## src/rtl/if_id_pkg.sv

```systemverilog
// Shared widths, NOP encoding and beat layout for the IF/ID pipeline register.
package if_id_pkg;

  localparam int INSTR_W_DEF = 32;
  localparam int ADDR_W_DEF  = 32;

  localparam logic [INSTR_W_DEF-1:0] NOP_INSTR_DEF = '0;

  typedef struct packed {
    logic [INSTR_W_DEF-1:0] instr;
    logic [ADDR_W_DEF-1:0]  pc_adder;
  } if_id_beat_t;

endpackage

```

## src/rtl/if_id_skid_slot.sv

```systemverilog
// One-entry valid+data holding register; clear beats load, load beats unload.
module if_id_skid_slot #(
  parameter int W = 64
) (
  input  logic         clk,
  input  logic         rst,
  input  logic         clear,
  input  logic         load,
  input  logic         unload,
  input  logic [W-1:0] load_data,
  output logic         valid,
  output logic [W-1:0] data
);

  always_ff @(posedge clk) begin
    if (rst) begin
      valid <= 1'b0;
      data  <= '0;
    end else if (clear) begin
      valid <= 1'b0;
    end else if (load) begin
      valid <= 1'b1;
      data  <= load_data;
    end else if (unload) begin
      valid <= 1'b0;
    end
  end

endmodule

```

## src/rtl/if_id_pipe_reg.sv

```systemverilog
// IF/ID pipeline register with valid/ready handshake, flush bubble and stall counter.
// Optional skid entry (registered In_Ready) enabled by defining IF_ID_PIPE_SKID_EN.
module if_id_pipe_reg
  import if_id_pkg::*;
#(
  parameter int                 INSTR_W   = INSTR_W_DEF,
  parameter int                 ADDR_W    = ADDR_W_DEF,
  parameter logic [INSTR_W-1:0] NOP_INSTR = {INSTR_W{1'b0}},
  parameter int                 CNT_W     = 16
) (
  input  logic               Clock,
  input  logic               Reset,
  input  logic               In_Valid,
  output logic               In_Ready,
  input  logic [INSTR_W-1:0] In_Instruction,
  input  logic [ADDR_W-1:0]  In_PCAdder,
  input  logic               Flush,
  output logic               Out_Valid,
  input  logic               Out_Ready,
  output logic [INSTR_W-1:0] Out_Instruction,
  output logic [ADDR_W-1:0]  Out_PCAdder,
  output logic [ADDR_W-1:0]  Out_PrevPCAdder,
  output logic [CNT_W-1:0]   Stall_Count
);

  // Handshake: a beat moves when valid and ready are both high at a rising edge;
  // valid never depends on ready, and a presented beat is held until taken.
  localparam logic [CNT_W-1:0] CNT_MAX = '1;

  logic               main_valid;
  logic [INSTR_W-1:0] main_instr;
  logic [ADDR_W-1:0]  main_pc;
  logic [ADDR_W-1:0]  prev_pc;
  logic [CNT_W-1:0]   stall_cnt;

  logic               accept;
  logic               release_beat;
  logic               main_free;
  logic               load_main;
  logic [INSTR_W-1:0] load_instr;
  logic [ADDR_W-1:0]  load_pc;

  assign accept       = In_Valid & In_Ready;
  assign release_beat = main_valid & Out_Ready;
  assign main_free    = ~main_valid | release_beat;

`ifdef IF_ID_PIPE_SKID_EN
  localparam int BEAT_W = INSTR_W + ADDR_W;

  logic              skid_valid;
  logic [BEAT_W-1:0] skid_data;
  logic              skid_load;
  logic              skid_unload;

  // In_Ready only looks at the skid flop, so Out_Ready never reaches fetch.
  assign In_Ready    = ~skid_valid;
  assign skid_load   = accept & ~main_free;
  assign skid_unload = skid_valid & main_free;

  always_comb begin
    load_main  = 1'b0;
    load_instr = In_Instruction;
    load_pc    = In_PCAdder;
    if (skid_unload) begin
      load_main               = 1'b1;
      {load_instr, load_pc}   = skid_data;
    end else if (accept & main_free) begin
      load_main = 1'b1;
    end
  end

  if_id_skid_slot #(
    .W(BEAT_W)
  ) u_skid (
    .clk       (Clock),
    .rst       (Reset),
    .clear     (Flush),
    .load      (skid_load),
    .unload    (skid_unload),
    .load_data ({In_Instruction, In_PCAdder}),
    .valid     (skid_valid),
    .data      (skid_data)
  );
`else
  assign In_Ready = ~main_valid | Out_Ready;

  always_comb begin
    load_main  = accept;
    load_instr = In_Instruction;
    load_pc    = In_PCAdder;
  end
`endif

  // PC fields deliberately survive flush and drain; only a new load moves them.
  always_ff @(posedge Clock) begin
    if (Reset) begin
      main_valid <= 1'b0;
      main_instr <= NOP_INSTR;
      main_pc    <= '0;
      prev_pc    <= '0;
    end else if (Flush) begin
      main_valid <= 1'b0;
      main_instr <= NOP_INSTR;
    end else if (load_main) begin
      main_valid <= 1'b1;
      main_instr <= load_instr;
      prev_pc    <= main_pc;
      main_pc    <= load_pc;
    end else if (release_beat) begin
      main_valid <= 1'b0;
      main_instr <= NOP_INSTR;
    end
  end

  always_ff @(posedge Clock) begin
    if (Reset) begin
      stall_cnt <= '0;
    end else if (main_valid && !Out_Ready && stall_cnt != CNT_MAX) begin
      stall_cnt <= stall_cnt + CNT_W'(1);
    end
  end

  assign Out_Valid       = main_valid;
  assign Out_Instruction = main_instr;
  assign Out_PCAdder     = main_pc;
  assign Out_PrevPCAdder = prev_pc;
  assign Stall_Count     = stall_cnt;

endmodule

```

## config.mk

```make
export PLATFORM = sky130hd
export DESIGN_NAME = if_id_pipe_reg
export DESIGN_NICKNAME = d
export VERILOG_FILES = /design/src/rtl/if_id_pkg.sv /design/src/rtl/if_id_skid_slot.sv /design/src/rtl/if_id_pipe_reg.sv
export SDC_FILE = /design/constraint.sdc
export NUM_CORES = 1
export LEC_CHECK = 0
export BUFFER_PORTS_ARGS = -buffer_cell sky130_fd_sc_hd__buf_4
export CAP_MARGIN = 5
export CORE_MARGIN = 1
export CORE_UTILIZATION = 40
export CTS_BUF_LIST = sky130_fd_sc_hd__clkbuf_8
export CTS_CLUSTER_DIAMETER = 40
export DETAILED_ROUTE_END_ITERATION = 16
export HOLD_SLACK_MARGIN = 0.15
export PLACE_DENSITY = 0.69
export SKIP_CTS_REPAIR_TIMING = 1
export SLEW_MARGIN = 20
export SYNTH_ARGS = -nofsm -noshare
export SYNTH_HDL_FRONTEND = slang
export SYNTH_HIERARCHICAL = 1
export SYNTH_SLANG_ARGS = --single-unit
```

## constraint.sdc

```tcl
create_clock -name Clock -period 3.6 [get_ports Clock]
set_input_delay 0.18 -clock Clock [delete_from_list [all_inputs] [get_ports Clock]]
set_output_delay 0.18 -clock Clock [all_outputs]
set_load 0.005 [all_outputs]
```

==> flow_summary.json <==
{
  "outcome": "finished, final reports clean",
  "num_rows": 37,
  "critPathLaunchType": "flip-flop",
  "max_cap_viol_count": 0,
  "regToRegEndpoint": "Stall_Count[0]",
  "numPortBuffers": 182,
  "cp-startpoint": "Stall_Count[1]",
  "grt_max_degree": 86,
  "synth_top_area_share": 0.539,
  "synthTopCellsByArea": "dfxtp_1, nand2_1, a21oi_1, a22oi_1, nor2_1",
  "rr_startpoint": "Stall_Count[1]",
  "avgSynthCellArea_sq_um": 8.46,
  "reg2reg_slack_ns": 1.64,
  "insertion_delay_ns": 0.42,
  "tightest_slew_ns": 1.04,
  "drtIter0Drc": 267,
  "instances_no_fill": 879,
  "overflow": 0,
  "post-place-cells": 783,
  "finalHoldViolations": 0,
  "antenna_found_initial": 0,
  "max_stage_delay_ns": 0.41,
  "grt_usage": 0.210,
  "synth_cell_types": 42,
  "synth_common_cells": "nand2_1, dfxtp_1, a21oi_1",
  "drive_gt1_frac": 0.314,
  "synth_edf_count": 0,
  "syn-cell-area_sq_um": 4200,
  "powerDensity_nw_per_um2": 424,
  "min_path_type": "primary input to flip-flop",
  "crit_family": "simple AND/OR/NAND/NOR gates",
  "totalWireLength_mm": 12.2,
  "hold_depth": 3,
  "vias": 4318,
  "setup_viol": 0,
  "wl_per_cell_microns": 13.9,
  "dr.pass1.iters": 5,
  "vias_per_cell": 4.91,
  "cts.path.max_buffers": 2,
  "fillers": 842,
  "cp.arrival_ns": 2.26,
  "cts_sinks": 113,
  "worst-path-buf-inv": 0,
  "die_h_microns": 104,
  "finalSetupTns_ns": 0,
  "ys_seq_area_frac": 0.539,
  "finalClockSkew_ns": 0.00830,
  "yosys.area.top_type": "dfxtp_1",
  "synthFlopType": "dfxtp_1",
  "diodes": 0,
  "cts_tree": "built",
  "seqCellArea_sq_um": 2260,
  "initial_utilization": 0.410,
  "coreArea_sq_um": 10200,
  "nets": 802,
  "max-slew-margin-rel": 0.304,
  "finalCritPeriodShare": 0.543,
  "gp_congestion": 0.808,
  "crit_chain": "ha_1 -> and4_2 -> nor3b_2 -> a21oi_1 -> mux2_2",
  "ant_nets": 0,
  "clkTransAtPathRegs_ns": 0.06,
  "dieArea_sq_um": 10900,
  "syn_inst": 496,
  "synth_nets": 566,
  "ys_warn_count": 6,
  "end_kind": "flip-flop",
  "fp.dieW_microns": 104,
  "rsz0062_at_grt": "no",
  "fin_crit_ns": 1.96,
  "crit_type": "flip-flop to flip-flop",
  "io_pins": 183,
  "grt_first_pass_wirelength_mm": 18.2,
  "p_leak_nw": 2.81,
  "area_delta_synth_final_pct": 59.6,
  "crit_cells": 5,
  "ir_worst_vdd_uv": 232,
  "fmax_mhz": 511,
  "grt_pass1_vias": 3807,
  "r2r_cells": 5,
  "synth_seq_cells": 113,
  "cts_buffers": 17,
  "yosysMostFrequentCell": "nand2_1",
  "endpoint": "Stall_Count[0]",
  "whs_ns": 0.414,
  "cts_root_buffer": "clkbuf_8",
  "report.final.slew_viol_count": 0,
  "drc": 0,
  "multi_input_area_sq_um": 1780,
  "crit_slowest_cell": "nor3b_2",
  "crit_fanout": 8,
  "hpwl_mm": 7.71,
  "synthArstFlopShare": 0,
  "htreeDepth": 4,
  "required_ns": 3.91
}
worst min-delay path, cell delays in order:
cell	delay, ns
buf_4	0.09
nand2b_1	0.38
o41ai_1	0.12
cell type report:
cell class	instances	share of cell area
Sequential cell	113	0.338
Timing Repair Buffer	251	0.306
Multi-Input combinational cell	343	0.266
Clock buffer	20	0.0411
Tap cell	136	0.0254
Clock inverter	10	0.0204
Inverter	6	0.00336
how the worst min path moves through the flow:
| stage | start | to |
|---|---|---|
| 2_1_floorplan | In_Valid | Out_Valid |
| 3_3_place_gp | In_Instruction[12] | Out_Instruction[12] |
| 3_5_place_dp | In_Instruction[1] | Out_Instruction[1] |
| 4_1_cts | In_PCAdder[23] | Out_PCAdder[23] |
| 5_1_grt | Out_Ready | Out_Valid |
| 6_report | Out_Ready | Stall_Count[4] |
report_power, final:
group	total [mW]	switching, mW	internal, mW
sequential	1.31	0.0236	1.29
clock	1.23	0.505	0.728
combinational	0.299	0.130	0.169
total	2.84	0.659	2.18
cells in the final DEF, fill, tap and decap left out, types with 20 or more instances in the layout:
cell type      instances
a21oi_1               72
a22oi_1               32
buf_4                185
clkbuf_8              20
dfxtp_1              113
dlygate4sd3_1         66
nand2_1              138
nor2_1                40
routing by layer:
layer | global-route usage | wire (microns) | vias up
li1 | - | - | 2162
met1 | 0.240 | 4980 | 1972
met2 | 0.348 | 6030 | 160
met3 | 0.0777 | 933 | 24
met4 | 0.0918 | 245 | 0
met5 | 0 | 0 | -
registers in the layout (all words and copies together), names as in the netlist:
signal	count
Out_PCAdder	32
Out_Instruction	32
Out_PrevPCAdder	32
Stall_Count	16
Out_Valid	1
through the flow:
stage	setup WS (ns)	power (mW)	util	cell area [sq um]
after global placement	1.60	1.57	0.549	5620
final	1.64	2.84	0.655	6700
after floorplan	1.83	1.44	-	4200
after detailed placement	1.49	1.57	0.549	5620
after CTS	1.46	2.80	0.589	6030
after global routing	1.51	2.96	0.655	6700
cell families (layout without fill, tap and decap cells):
kind of cell | Yosys count | count (layout) | share of synthesized area
AOI/OAI and AO/OA | 117 | 117 | 0.169
adders and majority gates | 1 | 1 | 0.00298
buffers and inverters | 40 | 287 | 0.0402
DFF | 113 | 113 | 0.539
muxes | 9 | 9 | 0.0236
and+or+nand+nor | 216 | 216 | 0.225
Power figures use the tool's default switching activity.
